### src/rtl/snake_ctrl.sv
// Game sequencer for the VGA snake: state machine, movement tick, direction latch,
// collision evaluation, apple placement, size and score.
module snake_ctrl #(
  parameter int unsigned TICK_DIV      = 1777777,
  parameter int unsigned DEATH_TICKS   = 8,
  parameter int unsigned SIZE_INCREASE = 1,
  parameter int unsigned MAX_SIZE      = 31
) (
  input  logic       VGA_clk,
  input  logic       reset,
  input  logic       up,
  input  logic       left,
  input  logic       down,
  input  logic       right,
  input  logic       start,
  input  logic       frame_start,
  input  logic       step_done,
  input  logic [6:0] head_x,
  input  logic [6:0] head_y,
  input  logic       body_hit,
  output logic       step,
  output logic [1:0] step_dir,
  output logic       clear,
  output logic [4:0] size,
  output logic [6:0] apple_x,
  output logic [6:0] apple_y,
  output logic [7:0] score,
  output logic       game_over,
  output logic       death_flash
);

  localparam int unsigned CNT_W = (TICK_DIV > 0) ? $clog2(TICK_DIV + 1) : 1;
  localparam int unsigned DTH_W = (DEATH_TICKS > 1) ? $clog2(DEATH_TICKS) : 1;
  localparam logic [1:0]  DIR_UP    = 2'b00;
  localparam logic [1:0]  DIR_LEFT  = 2'b01;
  localparam logic [1:0]  DIR_DOWN  = 2'b10;
  localparam logic [1:0]  DIR_RIGHT = 2'b11;
  localparam logic [6:0]  APPLE_X0  = 7'd40;
  localparam logic [6:0]  APPLE_Y0  = 7'd10;
  localparam logic [15:0] LFSR_SEED = 16'hACE1;

  typedef enum logic [3:0] {
    IDLE, CLEAR, WAIT_TICK, WAIT_FRAME, STEP, WAIT_DONE, EVAL, RELOCATE, DEATH
  } state_t;

  state_t             state;
  logic [CNT_W-1:0]   tick_cnt;
  logic               tick_pending;
  logic [DTH_W-1:0]   death_cnt;
  logic [15:0]        lfsr;
  logic [1:0]         pend_dir;
  logic [1:0]         commit_dir;
  logic [6:0]         cap_x;
  logic [6:0]         cap_y;
  logic               cap_hit;

  logic               tick;
  logic [3:0]         pressed;
  logic               press_vld;
  logic [1:0]         press_dir;
  logic [1:0]         ref_dir;
  logic               press_ok;
  logic [6:0]         cand_x;
  logic [6:0]         cand_y;
  logic               cand_ok;
  logic               at_wall;
  logic               at_apple;
  logic [31:0]        size_sum;
  logic [4:0]         size_inc;
  logic [7:0]         score_inc;

  // Direction decode; reversal is judged against the direction about to be committed.
  always_comb begin
    press_vld = 1'b0;
    press_dir = DIR_RIGHT;
    pressed   = ~{right, down, left, up};
    case (pressed)
      4'b0001: begin press_vld = 1'b1; press_dir = DIR_UP;    end
      4'b0010: begin press_vld = 1'b1; press_dir = DIR_LEFT;  end
      4'b0100: begin press_vld = 1'b1; press_dir = DIR_DOWN;  end
      4'b1000: begin press_vld = 1'b1; press_dir = DIR_RIGHT; end
      default: ;
    endcase
    ref_dir  = (state == WAIT_FRAME && frame_start) ? pend_dir : commit_dir;
    press_ok = press_vld && (press_dir != (ref_dir ^ 2'b10));
  end

  always_comb begin
    tick      = (tick_cnt == CNT_W'(TICK_DIV));
    cand_x    = lfsr[6:0];
    cand_y    = {1'b0, lfsr[13:8]};
    cand_ok   = (cand_x >= 7'd1) && (cand_x <= 7'd78) &&
                (cand_y >= 7'd1) && (cand_y <= 7'd58) &&
                !((cand_x == cap_x) && (cand_y == cap_y));
    at_wall   = (cap_x == 7'd0) || (cap_x == 7'd79) || (cap_y == 7'd0) || (cap_y == 7'd59);
    at_apple  = (cap_x == apple_x) && (cap_y == apple_y);
    size_sum  = 32'(size) + SIZE_INCREASE;
    size_inc  = (size_sum > MAX_SIZE) ? 5'(MAX_SIZE) : 5'(size_sum);
    score_inc = (score == 8'hFF) ? score : score + 8'd1;
  end

  always_ff @(posedge VGA_clk) begin
    if (reset) begin
      state        <= IDLE;
      tick_cnt     <= '0;
      tick_pending <= 1'b0;
      death_cnt    <= '0;
      lfsr         <= LFSR_SEED;
      pend_dir     <= DIR_RIGHT;
      commit_dir   <= DIR_RIGHT;
      cap_x        <= '0;
      cap_y        <= '0;
      cap_hit      <= 1'b0;
      step         <= 1'b0;
      step_dir     <= DIR_RIGHT;
      clear        <= 1'b0;
      size         <= 5'd1;
      apple_x      <= APPLE_X0;
      apple_y      <= APPLE_Y0;
      score        <= '0;
      game_over    <= 1'b1;
      death_flash  <= 1'b0;
    end else begin
      lfsr     <= {lfsr[14:0], lfsr[15] ^ lfsr[13] ^ lfsr[12] ^ lfsr[10]};
      tick_cnt <= tick ? '0 : tick_cnt + CNT_W'(1);
      if (state == STEP || state == CLEAR) tick_pending <= 1'b0;
      else if (tick)                       tick_pending <= 1'b1;
      step  <= 1'b0;
      clear <= 1'b0;
      if (press_ok) pend_dir <= press_dir;

      case (state)
        IDLE: if (start) begin
          state       <= CLEAR;
          clear       <= 1'b1;
          game_over   <= 1'b0;
          death_flash <= 1'b0;
          size        <= 5'd1;
          score       <= '0;
          apple_x     <= APPLE_X0;
          apple_y     <= APPLE_Y0;
          commit_dir  <= DIR_RIGHT;
          pend_dir    <= DIR_RIGHT;
        end
        CLEAR:     state <= WAIT_TICK;
        WAIT_TICK: if (tick_pending) state <= WAIT_FRAME;
        WAIT_FRAME: if (frame_start) begin
          state      <= STEP;
          step       <= 1'b1;
          step_dir   <= pend_dir;
          commit_dir <= pend_dir;
        end
        STEP:      state <= WAIT_DONE;
        WAIT_DONE: if (step_done) begin
          cap_x   <= head_x;
          cap_y   <= head_y;
          cap_hit <= body_hit;
          state   <= EVAL;
        end
        EVAL: begin
          if (at_wall || cap_hit) begin
            state       <= DEATH;
            game_over   <= 1'b1;
            death_flash <= 1'b1;
            death_cnt   <= '0;
          end else if (at_apple) begin
            size  <= size_inc;
            score <= score_inc;
            state <= RELOCATE;
          end else begin
            state <= WAIT_TICK;
          end
        end
        RELOCATE: if (cand_ok) begin
          apple_x <= cand_x;
          apple_y <= cand_y;
          state   <= WAIT_TICK;
        end
        // Flash toggles per tick; the final tick returns to IDLE with the flash off.
        DEATH: if (tick) begin
          if (death_cnt == DTH_W'(DEATH_TICKS - 1)) begin
            state       <= IDLE;
            death_flash <= 1'b0;
          end else begin
            death_flash <= ~death_flash;
            death_cnt   <= death_cnt + DTH_W'(1);
          end
        end
        default: state <= IDLE;
      endcase
    end
  end

endmodule

### config.mk
export PLATFORM = sky130hd
export DESIGN_NAME = snake_ctrl
export DESIGN_NICKNAME = d
export VERILOG_FILES = /design/src/rtl/snake_ctrl.sv
export SDC_FILE = /design/constraint.sdc
export NUM_CORES = 1
export LEC_CHECK = 0
export CORE_ASPECT_RATIO = 0.5
export CORE_MARGIN = 2
export CORE_UTILIZATION = 45
export CTS_CLUSTER_DIAMETER = 150
export CTS_CLUSTER_SIZE = 16
export DETAILED_ROUTE_END_ITERATION = 7
export PLACE_DENSITY = 0.69
export SLEW_MARGIN = 20
export SYNTH_ARGS = -nofsm -noshare
export SYNTH_HDL_FRONTEND = slang
export SYNTH_SLANG_ARGS = --single-unit
### constraint.sdc
create_clock -name VGA_clk -period 1.8 [get_ports VGA_clk]
set_input_delay 0.36 -clock VGA_clk [delete_from_list [all_inputs] [get_ports VGA_clk]]
set_output_delay 0.36 -clock VGA_clk [all_outputs]
set_load 0.05 [all_outputs]
==> results of run 1 <==
==> cell type report <==
type | count | share of cell area
inverter | 7 | 0.00394
sequential | 96 | 0.299
tap | 140 | 0.0263
clock inverter | 4 | 0.00788
clock buffer | 12 | 0.0370
multi-input combinational | 425 | 0.429
timing repair buffer | 159 | 0.197
==> power groups by stage <==
stage | Sequential (mW) | Clock (mW) | Combinational [mW]
5_1_grt | 2.31 | 2.06 | 1.49
3_3_place_gp | 2.33 | 0 | 1.26
4_1_cts | 2.29 | 1.97 | 1.33
6_report | 2.30 | 1.94 | 1.37
3_5_place_dp | 2.34 | 0 | 1.27
2_1_floorplan | 2.41 | 0 | 0.703
==> logic make-up (layout without fill, tap and decap cells) <==
logic type,Yosys count,count (layout)
muxes,11,11
other,1,1
buffers and inverters,30,182
and+or+nand+nor,259,259
adders and majority gates,6,6
xor gates and xnor gates,52,52
AOI/OAI and AO/OA,96,96
DFF,96,96
==> routing by layer <==
layer / global-route usage / wire length, µm / vias to the layer above
met1: 0.297 / 5930 / 2122
met2: 0.354 / 5660 / 87
met3: 0.0521 / 577 / 11
met5: 0 / 0 / -
met4: 0.0514 / 106 / 0
li1: - / - / 2245
==> registers in the layout, indices dropped and copies added, names as in the netlist, 2 cells and up <==
register,cells
cap_y,7
apple_y,6
step_dir,2
score,8
size,5
pend_dir,2
tick_cnt,21
commit_dir,2
lfsr,16
death_cnt,3
cap_x,7
state,4
apple_x,7
==> cell usage in the layout, fill, tap and decap left out, types with 8 or more instances in the layout <==
cell	n
a21oi_1	34
buf_4	127
clkbuf_16	9
clkdlybuf4s50_1	22
dfxtp_1	61
dfxtp_2	25
dfxtp_4	10
mux2i_1	11
nand2_1	65
nand2b_1	9
nand3_1	26
nand4_1	10
nor2_1	63
nor2b_1	11
nor3_1	8
o211ai_1	13
or2_2	8
xnor2_1	11
xor2_1	40
==> worst paths after layout <==
check | cells after the start | from | to
setup / recovery | 7 | apple_y[5] | score[4]
hold / removal | 2 | reset | death_cnt[1]
setup reg to reg | 7 | apple_y[5] | score[4]
hold reg to reg | 1 | lfsr[14] | lfsr[15]
==> critical path: cells and delay by family (launching register included) <==
family / cells / cell delay [ns]
buffers and inverters: 1 / 0.16
AOI/OAI and AO/OA: 1 / 0.16
xor gates and xnor gates: 1 / 0.16
and+or+nand+nor: 4 / 1.05
DFF: 1 / 0.34
==> per-stage QoR <==
step                      hold slack (ns)  instances  instance area, µm²
after floorplan                     0.389        551                4730
after global placement              0.395        823                6060
after detailed placement            0.400        823                6060
after CTS                           0.365        843                6480
after global routing                0.366        843                6670
final                               0.373        843                6670
==> what timing repair did <==
item                                    4_1_cts  5_1_grt
pin swaps                                    23       22
resized for setup                            29       42
endpoints found under the setup margin       31       38
buffers inserted                              4        0
==> results.md, run 1 <==
- Mapped Cells: about 550
- Synthesized Nets: 581
- Number of synthesized flops with an enable pin: 0
- Ys async rst share: 0
- Setup Skew: 0.00973 ns
- Register Area: 0.00199 mm²
- Multi-input gate area: between 0.002 and 0.003 mm²
- Diode count: 0
- Flops & latches, synth: 96
- Synth cell count leaders: dfxtp_1, nand2_1, nor2_1
- Drt total wl: between 10000 and 15000 µm
- Core Util, Final: 0.657
- Crit-path cells: xor2_1, nor4_2, buf_4, and4_4, o211ai_1, or4_1, nand2_1
- Max VDD drop: 0.491 mV
- Drt initial violations: about 230
- Fin crit period: 1.94 ns
- Ranking of synthesized cells by area: dfxtp_1, xor2_1, nand2_1
- Total power: 5.61 mW
- Initial Util: 0.460
- First-pass GRT wire length: 19900 µm
- Warnings, synthesis: 0
- # hold bufs at CTS: 0
- Startpoint Class: flop
- Slowest CP cell: or4_1
- # Max-Cap Violations: 0
- RePlAce Congestion: 0.878
- H-tree depth: 3
- Fill cells: 807
- Flop-to-flop setup slack: -0.14 ns
- Post-DP HPWL: roughly 8800 µm
- Die W: 148 µm
- Worst EP required: 2.08 ns
- Die Area: 0.0112 mm²
- Ratio of cells with drive above 1 in the final layout: 0.344
- Compound-gate portion of the synthesized area: 0.138
- Setup Crit Path Kind: flop to flop
- Internal Power: 3.96 mW
- Dominant synthesized flop cell: dfxtp_1
- Row cnt: 26
- CTS sink count: 96
- Slew Limit Fails: 0
- Final #Nets: between 700 and 800
- Die H: 76 µm
- Antenna-violating nets left: 0
- 1st-pass router iterations: 4
- Total Routing Usage GR: 0.218
- Buffers on Ports: 55
- Seq/Total Area, Yosys: 0.412
- Pin count of the biggest net entering global routing: 38
- Total grt overflow: 0
- Netlist Area Pre-Place: 0.00467 mm²
- Setup-failing EPs final: 24
- Avg WL per Cell: 14.6 µm
- Adder-Cell Fraction of Synth Area: 0.0161
- Yosys top cell by area: dfxtp_1
- Status: complete, but fails checks
- Average size of a mapped cell: roughly 8.5 µm²
- Mux share of post-synthesis cell area: 0.0236
- Place WS: -0.296 ns
- Worst skew pair latency: 0.34 ns
- RSZ-0062 raised after global routing: yes
- CP arrival: around 2.2 ns
- Sw Share: 0.293
- Static Leak: 2.71 nW
- Number of global-route vias before repair: 4189
- Sw Pwr: 1.64 mW
- Unique masters post-synth: 61
- Failing checks: negative setup slack
- Comb pwr share: 0.244
- HP Class: input port to flop
- Worst-path fanout max: 5
- Post-synthesis xor/xnor area fraction: 0.0976
- Fmax: 0.516 GHz
- Number of vias in the routed layout: 4465
- Seq pwr share: 0.410
- CP max stage delay: 0.45 ns
- Worst setup EP type: flop
- Count leader, synth: dfxtp_1
- Core area: 0.0101 mm²
- CTS tree: yes
- Area share of and/or/nand/nor cells after synthesis: 0.286
- Slack of the critical path: -0.138 ns
- Initial antenna violation count: 0
- Layout area overhead: 42.9%
- CTS clk-pin slew, worst paths: 0.07 ns
- Final TNS setup: -1.66 ns
- Drt via density: roughly 5.3
- CTS Buffer Depth: 2
- Pwr Density: ~840 mW/mm²
- CTS Root Cell: clkbuf_16
- Fin crit share: 1.08
- Main combinational cell family by area after synthesis: simple AND/OR/NAND/NOR gates
- Io pins: 57
- Top-area cell type share of the netlist area: 0.412
- Post-route DRC: 0
- CTS buffer count: 9
- Clk network pwr share: 0.346
- Final Hold Viols: 0
Power figures use the tool's default switching activity.
==> run 2, diff against run 1 <==
--- a/config.mk
+++ b/config.mk
@@ -5,13 +5,15 @@
 export SDC_FILE = /design/constraint.sdc
 export NUM_CORES = 1
 export LEC_CHECK = 0
+export CELL_PAD_IN_SITES_DETAIL_PLACEMENT = 1
+export CELL_PAD_IN_SITES_GLOBAL_PLACEMENT = 1
 export CORE_ASPECT_RATIO = 0.5
 export CORE_MARGIN = 2
-export CORE_UTILIZATION = 45
+export CORE_UTILIZATION = 42
 export CTS_CLUSTER_DIAMETER = 150
 export CTS_CLUSTER_SIZE = 16
 export DETAILED_ROUTE_END_ITERATION = 7
-export PLACE_DENSITY = 0.69
+export PLACE_DENSITY_LB_ADDON = 0.1
 export SLEW_MARGIN = 20
 export SYNTH_ARGS = -nofsm -noshare
 export SYNTH_HDL_FRONTEND = slang
==> constraint.sdc (replaced) <==
create_clock -name VGA_clk -period 1.92 [get_ports VGA_clk]
set_input_delay 0.384 -clock VGA_clk [delete_from_list [all_inputs] [get_ports VGA_clk]]
set_output_delay 0.384 -clock VGA_clk [all_outputs]
set_load 0.05 [all_outputs]
==> run 2 against run 1 <==
Compared with the run above: the flow still finishes with violations (negative setup slack); flip-flop and latch count is the same; utilization decreased by 5.3 points; sequential power down 6%; hold slack better by 0.050 ns; critical path type unchanged; combinational power barely moved; largest power group unchanged; via count up 1.9%; largest cell class unchanged; clock skew is 0.0012 ns higher; highest routed layer unchanged; setup slack improved by 0.075 ns.
==> results.md, run 2 (synthesis results as in run 1) <==
- Row cnt: 27 (+3.8%)
- Setup Crit Path Kind: flop to flop
- Startpoint Class: flop
- Total grt overflow: 0 (unchanged)
- DP Area: 0.00600 mm² (-0.99%)
- Final Hold Viols: 0 (unchanged)
- 1st-pass router iterations: 4 (unchanged)
- Drt via density: 5.39 (+1.8%)
- Core area: 0.0109 mm² (+7.5%)
- Status: complete, but fails checks
- Diode count: 0 (unchanged)
- Final #Nets: 724 (-0.55%)
- Worst setup EP type: flop
- Post-route DRC: 0 (unchanged)
- Static Leak: 2.69 nW (-0.84%)
- Avg WL per Cell: 17.4 µm (+19%)
- Max reg flops: 21 (unchanged)
- Io pins: 57 (unchanged)
- Fill cells: 1288 (+60%)
- Final TNS setup: -0.267 ns (+1.39 ns)
- Final Non-Filler Cells: 844 (+0.12%)
- Ratio of cells with drive above 1 in the final layout: 0.318 (-0.0266)
- Die H: 78.5 µm (+3.3%)
- # hold bufs at CTS: 0 (unchanged)
- Final hold slack: 0.423 ns (+0.0497 ns)
- Number of global-route vias before repair: 4648 (+11%)
- Total Routing Usage GR: 0.245 (+0.0266)
- Slew headroom: 0.660
- Drt initial violations: 252 (+10%)
- H-tree depth: 3 (unchanged)
- Drt total wl: 14700 µm (+20%)
- CTS sink count: 96 (unchanged)
- Top Registers: tick_cnt x21, lfsr x16, score x8
- Worst-path fanout max: 8 (+3)
- Least-Margin Pin Slew: between 0.5 and 0.6 ns
- CTS tree: yes
- CTS Buffer Depth: 2 (unchanged)
- RSZ-0062 raised after global routing: yes
- CTS Root Cell: clkbuf_16
- Post-DP HPWL: 10100 µm (+15%)
- Number of vias in the routed layout: 4549 (+1.9%)
- Pwr Density: 809 mW/mm² (-3.8%)
- # Max-Cap Violations: 0 (unchanged)
- Failing checks: negative setup slack
- Slack of the critical path: -0.0634 ns (+0.0748 ns)
- Pin count of the biggest net entering global routing: 34 (-11%)
- Slew Limit Fails: 0 (unchanged)
- Max VDD drop: 0.413 mV (-16%)
- CP arrival: 2.22 ns (about the same)
- Fin crit share: 1.03 (-0.0437)
- Total power: 5.33 mW (-4.9%)
- Register Area: 0.00196 mm² (-1.3%)
- Multi-input gate area: 0.00284 mm² (-0.83%)
- Commonest non-fill, non-tap cell in the layout: buf_4
- RePlAce Congestion: 0.814 (-7.3%)
- Worst EP required: 2.16 ns (+0.08 ns)
- Fmax: 0.504 GHz (-2.3%)
- CTS clk-pin slew, worst paths: 0.08 ns (about the same)
- Die W: 153 µm (+3.4%)
- Placed cell count: 825 (+0.24%)
- Initial antenna violation count: 0 (unchanged)
- Top reg by flops: tick_cnt
- CTS buffer count: 9 (unchanged)
- Setup Skew: 0.0109 ns (+0.00117 ns)
- Antenna-violating nets left: 0 (unchanged)
- Place WS: -0.322 ns (-0.0254 ns)
- Buffers on Ports: 55 (unchanged)
- Core Util, Final: 0.604 (-0.0529)
- Initial Util: 0.428 (-0.0321)
- Setup-failing EPs final: 8 (-67%)
- First-pass GRT wire length: 23500 µm (+18%)
- Die Area: 0.0120 mm² (+6.9%)
- Final instance area: 0.00659 mm² (-1.1%)
- HP Class: input port to flop
- Fin crit period: 1.98 ns (+0.0452 ns)
- Most frequent cells in the layout: buf_4, dfxtp_1, nand2_1, nor2_1, xor2_1
- Worst skew pair latency: 0.36 ns (+0.02 ns)
- Layout area overhead: 41.2%
run 2: power breakdown:
part | leakage, nW | total [mW] | internal (mW) | switching (mW)
sequential | 0.789 | 2.16 | 2.07 | 0.0883
clock | 0.149 | 1.83 | 0.923 | 0.908
combinational | 1.75 | 1.34 | 0.603 | 0.738
total | 2.69 | 5.33 | 3.60 | 1.73
run 2: metal layers:
layer / GRT usage / vias to the layer above / part of all wire
met2: 0.450 / 63 / 0.51
li1: - / 2230 / -
met5: 0 / - / 0
met4: 0.0611 / 0 / 0.017
met1: 0.293 / 2234 / 0.43
met3: 0.0547 / 22 / 0.039
run 2: path summary, 6_finish.rpt:
path	startpoint	to	slack, ns	depth (start not counted)
max	lfsr[4]	apple_y[5]	-0.06	7
min	reset	apple_x[0]	0.42	2
max reg2reg	lfsr[4]	apple_y[5]	-0.06	7
min reg2reg	lfsr[14]	lfsr[15]	0.44	1
run 2: layout make-up:
type,count,share of cell area
inverters,7,0.00399
clock buffers,9,0.0342
flip-flops and latches,96,0.298
multi-input cells,425,0.431
repair buffers,155,0.194
well taps,145,0.0275
clock inverters,7,0.0110
run 2: what timing repair did:
item / CTS / global route
setup buffers: 3 / 0
pin swaps: 18 / 18
resized for setup: 30 / 40
setup endpoints to repair: 29 / 39
run 2: critical path, cell delays in order (launching register included):
cell and delay (ns):
dfxtp_1 0.33, or4_1 0.58, nor4_4 0.22, nor3_2 0.09
and3_4 0.18, buf_6 0.14, o211ai_1 0.22, a21oi_1 0.09
